--- src/rtl/vector_processor_seq_if.sv ---
// Controller-facing handshake and operand bundle of vector_processor_seq.
// The master drives the request side, and the slave (the processor) drives the status side.
interface vector_processor_seq_if #(
    parameter int ADDR_W = 9
);
    logic              start;
    logic [1:0]        instruction;
    logic [ADDR_W-1:0] mem_addr;
    logic [1:0]        reg_select;
    logic              ready;
    logic              busy;
    logic              done;
    logic              out_of_bound;

    modport master (
        output start, instruction, mem_addr, reg_select,
        input  ready, busy, done, out_of_bound
    );

    modport slave (
        input  start, instruction, mem_addr, reg_select,
        output ready, busy, done, out_of_bound
    );
endinterface

--- src/rtl/vector_processor_seq.sv ---
// Lane-serial vector processor: LOAD/STORE/ADD/MUL on four vector registers plus a local memory.
// Optional feature macro VP_SAT_EN: when defined, ADD saturates on signed overflow instead of wrapping.
module vector_processor_seq #(
    parameter int LANES           = 16,
    parameter int DATA_W          = 32,
    parameter int MEM_DEPTH       = 512,
    parameter int ADDR_W          = 9,
    parameter int LANES_PER_CYCLE = 4
) (
    input  logic                  clk,
    input  logic                  rst,
    vector_processor_seq_if.slave bus
);
    localparam int G      = LANES / LANES_PER_CYCLE;
    localparam int GRP_W  = (G > 1) ? $clog2(G) : 1;
    localparam int LANE_W = (LANES > 1) ? $clog2(LANES) : 1;

    localparam logic [1:0] OP_LOAD  = 2'b00;
    localparam logic [1:0] OP_STORE = 2'b01;
    localparam logic [1:0] OP_MUL   = 2'b11;

    typedef enum logic [1:0] {S_IDLE = 2'd0, S_EXEC = 2'd1, S_DONE = 2'd2} state_t;

    state_t            r_state;
    state_t            w_state_next;
    logic [GRP_W-1:0]  r_grp;
    logic [1:0]        r_op;
    logic [1:0]        r_sel;
    logic [ADDR_W-1:0] r_addr;
    logic              r_oob;

    logic [DATA_W-1:0] r_vreg [4][LANES];
    logic [DATA_W-1:0] r_mem  [MEM_DEPTH];

    logic              w_accept;
    logic              w_oob_in;
    logic              w_exec;
    logic [LANE_W-1:0] w_lane    [LANES_PER_CYCLE];
    logic [ADDR_W-1:0] w_mem_idx [LANES_PER_CYCLE];
    logic [DATA_W-1:0] w_ld      [LANES_PER_CYCLE];
    logic [DATA_W-1:0] w_st      [LANES_PER_CYCLE];
    logic [DATA_W-1:0] w_res3    [LANES_PER_CYCLE];
    logic [DATA_W-1:0] w_res4    [LANES_PER_CYCLE];

    assign w_accept = (r_state == S_IDLE) && bus.start;
    assign w_exec   = (r_state == S_EXEC);
    // Only memory ops can run off the end; the whole vector must fit below MEM_DEPTH.
    assign w_oob_in = !bus.instruction[1] &&
                      (32'(bus.mem_addr) > 32'(MEM_DEPTH - LANES));

    generate
        for (genvar gi = 0; gi < LANES_PER_CYCLE; gi++) begin : g_lane
            logic [DATA_W-1:0]   w_a1;
            logic [DATA_W-1:0]   w_a2;
            logic [DATA_W-1:0]   w_sum;
            logic [DATA_W-1:0]   w_add;
            logic [2*DATA_W-1:0] w_prod;
            logic                w_ovf;

            assign w_lane[gi]    = LANE_W'(r_grp) * LANE_W'(LANES_PER_CYCLE) + LANE_W'(gi);
            assign w_mem_idx[gi] = r_addr + ADDR_W'(w_lane[gi]);
            assign w_ld[gi]      = r_mem[w_mem_idx[gi]];
            assign w_st[gi]      = r_vreg[r_sel][w_lane[gi]];

            assign w_a1  = r_vreg[0][w_lane[gi]];
            assign w_a2  = r_vreg[1][w_lane[gi]];
            assign w_sum = w_a1 + w_a2;
            assign w_ovf = (w_a1[DATA_W-1] == w_a2[DATA_W-1]) &&
                           (w_sum[DATA_W-1] != w_a1[DATA_W-1]);
            // Sign-extended operands make the low 2*DATA_W bits of the product the signed result.
            assign w_prod = {{DATA_W{w_a1[DATA_W-1]}}, w_a1} *
                            {{DATA_W{w_a2[DATA_W-1]}}, w_a2};
`ifdef VP_SAT_EN
            assign w_add = !w_ovf          ? w_sum :
                           w_a1[DATA_W-1] ? {1'b1, {(DATA_W-1){1'b0}}} :
                                            {1'b0, {(DATA_W-1){1'b1}}};
`else
            assign w_add = w_sum;
`endif
            assign w_res3[gi] = (r_op == OP_MUL) ? w_prod[DATA_W-1:0] : w_add;
            assign w_res4[gi] = (r_op == OP_MUL) ? w_prod[2*DATA_W-1:DATA_W] : DATA_W'(w_ovf);
        end
    endgenerate

    always_ff @(posedge clk or posedge rst) begin
        if (rst) begin
            r_state <= S_IDLE;
        end else begin
            r_state <= w_state_next;
        end
    end

    always_comb begin
        w_state_next = r_state;
        case (r_state)
            S_IDLE:  if (bus.start) w_state_next = w_oob_in ? S_DONE : S_EXEC;
            S_EXEC:  if (r_grp == GRP_W'(G - 1)) w_state_next = S_DONE;
            S_DONE:  w_state_next = S_IDLE;
            default: w_state_next = S_IDLE;
        endcase
    end

    always_comb begin
        bus.ready = 1'b0;
        bus.busy  = 1'b0;
        bus.done  = 1'b0;
        case (r_state)
            S_IDLE:  bus.ready = 1'b1;
            S_EXEC:  bus.busy  = 1'b1;
            S_DONE:  bus.done  = 1'b1;
            default: ;
        endcase
    end

    assign bus.out_of_bound = r_oob;

    always_ff @(posedge clk or posedge rst) begin
        if (rst) begin
            r_grp  <= '0;
            r_op   <= OP_LOAD;
            r_sel  <= '0;
            r_addr <= '0;
            r_oob  <= 1'b0;
            for (int r = 0; r < 4; r++) begin
                for (int l = 0; l < LANES; l++) begin
                    r_vreg[r][l] <= '0;
                end
            end
        end else begin
            if (w_accept) begin
                r_op   <= bus.instruction;
                r_sel  <= bus.reg_select;
                r_addr <= bus.mem_addr;
                r_oob  <= w_oob_in;
                r_grp  <= '0;
            end else if (w_exec) begin
                r_grp <= r_grp + 1'b1;
            end
            if (w_exec) begin
                for (int j = 0; j < LANES_PER_CYCLE; j++) begin
                    if (r_op == OP_LOAD) begin
                        r_vreg[r_sel][w_lane[j]] <= w_ld[j];
                    end else if (r_op[1]) begin
                        r_vreg[2][w_lane[j]] <= w_res3[j];
                        r_vreg[3][w_lane[j]] <= w_res4[j];
                    end
                end
            end
        end
    end

    // Memory is never reset; an async reset forces IDLE, which blocks further writes.
    always_ff @(posedge clk) begin
        if (w_exec && (r_op == OP_STORE)) begin
            for (int j = 0; j < LANES_PER_CYCLE; j++) begin
                r_mem[w_mem_idx[j]] <= w_st[j];
            end
        end
    end
endmodule

--- src/flat_wrapper.sv ---
// flat-port wrapper written by rule: the top's interface ports become plain ports
module vector_processor_seq_flat 
#(
    parameter int LANES           = 16,
    parameter int DATA_W          = 32,
    parameter int MEM_DEPTH       = 512,
    parameter int ADDR_W          = 9,
    parameter int LANES_PER_CYCLE = 4
)
  (clk, rst, bus_start, bus_instruction, bus_mem_addr, bus_reg_select, bus_ready, bus_busy, bus_done, bus_out_of_bound);
  vector_processor_seq_if #(.ADDR_W(ADDR_W)) bus_i ();
  input  logic clk;
  input  logic rst;
  input wire logic [$bits(bus_i.start)-1:0] bus_start;
  input wire logic [$bits(bus_i.instruction)-1:0] bus_instruction;
  input wire logic [$bits(bus_i.mem_addr)-1:0] bus_mem_addr;
  input wire logic [$bits(bus_i.reg_select)-1:0] bus_reg_select;
  output wire logic [$bits(bus_i.ready)-1:0] bus_ready;
  output wire logic [$bits(bus_i.busy)-1:0] bus_busy;
  output wire logic [$bits(bus_i.done)-1:0] bus_done;
  output wire logic [$bits(bus_i.out_of_bound)-1:0] bus_out_of_bound;
  assign bus_i.start = bus_start;
  assign bus_i.instruction = bus_instruction;
  assign bus_i.mem_addr = bus_mem_addr;
  assign bus_i.reg_select = bus_reg_select;
  assign bus_ready = bus_i.ready;
  assign bus_busy = bus_i.busy;
  assign bus_done = bus_i.done;
  assign bus_out_of_bound = bus_i.out_of_bound;
  vector_processor_seq #(.LANES(LANES), .DATA_W(DATA_W), .MEM_DEPTH(MEM_DEPTH), .ADDR_W(ADDR_W), .LANES_PER_CYCLE(LANES_PER_CYCLE)) u_core (.clk(clk), .rst(rst), .bus(bus_i));
endmodule
--- config.mk ---
export PLATFORM = sky130hd
export DESIGN_NAME = vector_processor_seq_flat
export DESIGN_NICKNAME = d
export VERILOG_FILES = /design/src/rtl/vector_processor_seq_if.sv /design/src/rtl/vector_processor_seq.sv /design/src/flat_wrapper.sv
export SDC_FILE = /design/constraint.sdc
export NUM_CORES = 1
export LEC_CHECK = 0
export CAP_MARGIN = 20
export CORE_AREA = 2 2 39 41
export CTS_BUF_LIST = sky130_fd_sc_hd__clkbuf_16
export DETAILED_ROUTE_END_ITERATION = 10
export DIE_AREA = 0 0 41 43
export PLACE_DENSITY = 0.63
export SYNTH_ARGS = -nofsm -noshare
export SYNTH_HDL_FRONTEND = slang
export SYNTH_SLANG_ARGS = --single-unit
--- constraint.sdc ---
create_clock -name clk -period 3.8 [get_ports clk]
set_input_delay 1.14 -clock clk [delete_from_list [all_inputs] [get_ports clk]]
set_output_delay 1.14 -clock clk [all_outputs]
set_load 0.02 [all_outputs]
==> results.cfg, run 1 <==
[outcome]
status = finished clean

[critical_path]
cp.arrival_ns = 1.56
crit_type = flop to output port
path_buf_inv = 2
critPathSlowestCell = clkdlybuf4s50_1
crit_path_cell_trace = inv_1 -> nor2_1 -> clkdlybuf4s50_1
cp.required_ns = 2.66
startpoint_type = flop
cp_top_family = buffers and inverters
cpPeakStageDelay_ns = 0.65
rr_worst_depth = 3
cp_max_fo = 6
r2r_end = u_core.r_state[1]$_DFFE_PP0P_
worst_r2r_startpoint = u_core.r_state[0]$_DFFE_PP0P_
end_kind = output port
reg2reg_slack_ns = 2.45

[routing]
via_count = 244
wire_per_inst_um = 9.75
vias_per_cell = 4.07
wl_um = 585
dr.first_iter.drc_count = 1
firstDrtPassIters = 2
antenna_left = 0
drc = 0

[cells_and_area]
syn2layout_area_growth_pct = 96.7
drive_gt1_share_pct = 15.9
finalNetCount = 62
n_antenna_cell = 0
final_common_cell = clkdlybuf4s50_1
post-route-util_pct = 38.1
fin_area_um2 = 527
final_cell_mix = 16 x clkdlybuf4s50_1, 5 x dfrtp_1, 3 x inv_1, 3 x clkbuf_16

[sta]
max_freq_mhz = 371
worst_slack_ns = 1.10
final_hold_viol_count = 0
fin_skew_ns = 0.000878
final.min_clock_period_ns = 2.70
holdWs_ns = 0.495
setup_violations = 0
report.final.slew_viol_count = 0
worst_pin_slew_ns = 0.412
rsz0062_at_grt = false
fin_setup_tns_ns = 0
relSlewSlack_pct = 72.3
post-route-period-util_pct = 71.0

[global_routing]
grt_pass1_vias = 273
grtUsageTotal_pct = 9.20
antenna_found_initial = 0
overflow = 0
grt_max_degree = 7
grt_pass1_wl_um = 1000

[yosys]
syn_area_um2 = 268
post_synth_num_cell_types = 17
ys_ff_latch = 5
syn_area_per_cell_um2 = 11.2
syn_inst = 24
ys_seq_area_share_pct = 46.7
synth_warnings = 0
syn-num-nets = 41
synth_top_area_share_pct = 46.7
synth_top_area_cell = dfrtp_1
yosys-top-cells-area = dfrtp_1 47%, a21o_1 5.6%, ha_1 4.7%

[floorplanning]
coreArea_um2 = 1380
die_h_um = 43
row_count = 14
initial_utilization_pct = 19.3
die_area_um2 = 1760
die_x_um = 41
io_pins = 20

[power_and_ir_drop]
p_leak_nw = 0.243
power.density_nw_per_um2 = 741
ir_worst_vdd_v = 0.000277

[clock_tree]
clockBufferDepth = 2
cts_tree = done
clock_latency_ns = 0.22
cts-root-buf = clkbuf_16
cts_resized = 0
clk_pin_slew_ns = 0.03
cts_inserted_buffers = 3
cts.hold.buffers_added = 0
htreeDepth = 1
cts_sinks = 5
postCtsSetupBuffers = 0

[min_path]
hold_class = flop to flop
holdPathEnd = u_core.bus.out_of_bound$_DFFE_PP0P_
hold_depth = 1
min_from = u_core.bus.out_of_bound$_DFFE_PP0P_

[placed_design]
place_area_um2 = 448
hpwl_um = 484
dpl_worst_slack_ns = 1.24
port_buffers = 16
place_congestion = 0.627

[flow_run]
drv_cap = 0
[sequential cells by signal, indices dropped and copies added, names as in the netlist]
name                     count
u_core.bus.out_of_bound      1
u_core.r_grp                 2
u_core.r_state               2
[cell families after synthesis]
logic type,synth area share [%]
AO/OA/AOI/OAI,16.8
adder cells (fa/ha/maj),4.67
buffers and inverters,2.80
flip-flops,46.7
multiplexers,4.21
AND/OR/NAND/NOR,24.8
[worst reg2reg max path, cell delays in order (launching register included)]
cell and delay (ns):
dfrtp_1 0.41, or3b_4 0.42, nor4_2 0.33, a21o_1 0.13
[report_power, final]
part / switching [W] / internal [W] / leakage [nW]
Clock: 0.0000311 / 0.000136 / 0.0423
Combinational: 0.0000563 / 0.0000765 / 0.137
Sequential: 0.0000172 / 0.0000735 / 0.0636
[routing by layer]
layer  wire, µm  track usage (%)
met1        246             9.54
met4          0             10.0
met2        311             12.8
met3         27             3.14
met5          0                0
[area by class of cell]
| type | count | area (µm²) |
|---|---|---|
| Timing Repair Buffer | 16 | 160 |
| Multi-Input combinational cell | 17 | 135 |
| Clock buffer | 3 | 75.1 |
| Clock inverter | 1 | 3.75 |
| Inverter | 2 | 7.51 |
| Fill cell | 151 | 857 |
| Sequential cell | 5 | 125 |
| Tap cell | 16 | 20.0 |
[cells in the mapped netlist]
cell      number
or2b_1         1
and2b_2        1
nor2_1         2
ha_1           1
or3b_4         1
nand2b_1       1
a21o_1         2
o21bai_1       1
inv_1          2
dfrtp_1        5
o311ai_0       1
a21oi_1        1
nor4_2         1
mux2_2         1
nand4_1        1
a22o_1         1
nor4_1         1
[worst max path at each step]
stage | from | to | slack (ns) | depth (start not counted)
floorplan | bus_start | u_core.r_state[1]$_DFFE_PP0P_ | 1.83 | 3
global placement | bus_start | u_core.r_state[1]$_DFFE_PP0P_ | 1.23 | 4
detailed placement | bus_start | u_core.bus.out_of_bound$_DFFE_PP0P_ | 1.24 | 4
CTS | u_core.r_state[0]$_DFFE_PP0P_ | bus_busy | 1.09 | 3
global route | u_core.r_state[0]$_DFFE_PP0P_ | bus_busy | 1.02 | 3
finish | u_core.r_state[0]$_DFFE_PP0P_ | bus_busy | 1.10 | 3
[per-stage QoR]
stage | std cells | total power (W)
finish | 60 | 0.000391
global route | 60 | 0.000417
CTS | 60 | 0.000397
detailed placement | 56 | 0.000226
global placement | 56 | 0.000223
floorplan | 24 | 0.000170
No activity file was read; power rests on OpenSTA's default activity.
==> inputs of run 2 (changes only) <==
==> constraint.sdc (replaced) <==
create_clock -name clk -period 2.64 [get_ports clk]
set_input_delay 0.792 -clock clk [delete_from_list [all_inputs] [get_ports clk]]
set_output_delay 0.792 -clock clk [all_outputs]
set_load 0.02 [all_outputs]
==> results.cfg, run 2 (synthesized netlist as in run 1, its figures left out) <==
[outcome]
status = finished clean

[sta]
fin_setup_tns_ns = 0
report.final.slew_viol_count = 0
final_hold_viol_count = 0
worst_pin_slew_ns = 0.424
fin_skew_ns = 0.000658
max_freq_mhz = 423
rsz0062_at_grt = false
final.min_clock_period_ns = 2.36
setup_violations = 0
post-route-period-util_pct = 89.5
relSlewSlack_pct = 71.5

[floorplanning]
die_area_um2 = 1760
io_pins = 20
row_count = 14
initial_utilization_pct = 19.3
coreArea_um2 = 1380
die_h_um = 43
die_x_um = 41

[clock_tree]
postCtsSetupBuffers = 0
cts_inserted_buffers = 3
htreeDepth = 1
clockBufferDepth = 2
cts_resized = 0
clk_pin_slew_ns = 0.03
cts_sinks = 5
cts-root-buf = clkbuf_16
cts.hold.buffers_added = 0
clock_latency_ns = 0.22
cts_tree = done

[routing]
antenna_left = 0
dr.first_iter.drc_count = 0
drc = 0
wl_um = 561
via_count = 243
firstDrtPassIters = 1
vias_per_cell = 4.05
wire_per_inst_um = 9.35

[power_and_ir_drop]
ir_worst_vdd_v = 0.000479
p_sw_w = 0.000151
swShare_pct = 26.8
power.density_nw_per_um2 = 1070
clockPowerShare_pct = 42.9
p_leak_nw = 0.243
power.total_w = 0.000562
p_int_w = 0.000412
p_seq_share_pct = 23.2
p_comb_share_pct = 33.9

[critical_path]
end_kind = output port
r2r_end = u_core.r_state[1]$_DFFE_PP0P_
crit_type = flop to output port
rr_worst_depth = 3
cp_max_fo = 6
reg2reg_slack_ns = 1.30
startpoint_type = flop
cp.required_ns = 1.85
crit_end = bus_busy
worst_r2r_startpoint = u_core.r_state[0]$_DFFE_PP0P_
cp.arrival_ns = 1.57
crit_path_start = u_core.r_state[0]$_DFFE_PP0P_

[global_routing]
grt_max_degree = 7
grt_pass1_vias = 271
grt_pass1_wl_um = 1040
overflow = 0
antenna_found_initial = 0
grtUsageTotal_pct = 9.19

[placed_design]
place_congestion = 0.625
port_buffers = 16
dp_cells = 56

[min_path]
hold_class = flop to flop

[cells_and_area]
layout.cells.non_filler = 60
final_cell_mix = 16 x clkdlybuf4s50_1, 5 x dfrtp_1, 3 x inv_1, 3 x clkbuf_16
final_common_cell = clkdlybuf4s50_1
finalNetCount = 62
drive_gt1_share_pct = 15.9
syn2layout_area_growth_pct = 96.7
n_antenna_cell = 0

[flow_run]
drv_cap = 0
==> run 2: worst min path at each step <==
stage | startpoint | end | slack, ns | cells past startpoint
2_1_floorplan | u_core.r_state[1]$_DFFE_PP0P_ | u_core.r_state[0]$_DFFE_PP0P_ | 0.47 | 1
3_3_place_gp | u_core.bus.out_of_bound$_DFFE_PP0P_ | u_core.bus.out_of_bound$_DFFE_PP0P_ | 0.47 | 1
3_5_place_dp | u_core.bus.out_of_bound$_DFFE_PP0P_ | u_core.bus.out_of_bound$_DFFE_PP0P_ | 0.47 | 1
4_1_cts | u_core.bus.out_of_bound$_DFFE_PP0P_ | u_core.bus.out_of_bound$_DFFE_PP0P_ | 0.48 | 1
5_1_grt | u_core.bus.out_of_bound$_DFFE_PP0P_ | u_core.bus.out_of_bound$_DFFE_PP0P_ | 0.49 | 1
6_report | u_core.bus.out_of_bound$_DFFE_PP0P_ | u_core.bus.out_of_bound$_DFFE_PP0P_ | 0.47 | 1
==> run 2: metal layers <==
metal	part of all wire [%]	up-vias	track usage, %
li1	-	128	-
met1	42	104	9.84
met2	47	8	13.4
met3	6.6	3	3.14
met4	3.6	0	8.00
met5	0	-	0
==> run 2: per-stage QoR <==
step / utilization [%] / area [µm²] / hold WS (ns) / setup WS (ns)
CTS: 38.1 / 527 / 0.480 / 0.270
floorplan: - / 268 / 0.469 / 1.02
detailed placement: 32.4 / 448 / 0.473 / 0.430
finish: 38.1 / 527 / 0.473 / 0.277
global route: 38.1 / 527 / 0.487 / 0.162
global placement: 32.4 / 448 / 0.471 / 0.416
==> run 2: cell type report <==
| type | instances | area (µm²) |
|---|---|---|
| fillers | 151 | 857 |
| repair buffers | 16 | 160 |
| multi-input cells | 17 | 135 |
| flip-flops and latches | 5 | 125 |
| clock buffers | 3 | 75.1 |
| well taps | 16 | 20.0 |
| inverters | 2 | 7.51 |
| clock inverters | 1 | 3.75 |
==> run 2: worst max-delay path, cell delays in order, from the launching register on <==
cell	delay, ns
dfrtp_1	0.40
inv_1	0.07
nor2_1	0.22
clkdlybuf4s50_1	0.65
==> run 2: power by group through the flow <==
stage               registers [W]  clock network (W)  logic [W]
floorplan                0.000127                  0   0.000119
global placement         0.000129                  0   0.000192
detailed placement       0.000131                  0   0.000193
CTS                      0.000130           0.000243   0.000195
global route             0.000137           0.000247   0.000217
finish                   0.000131           0.000241   0.000190
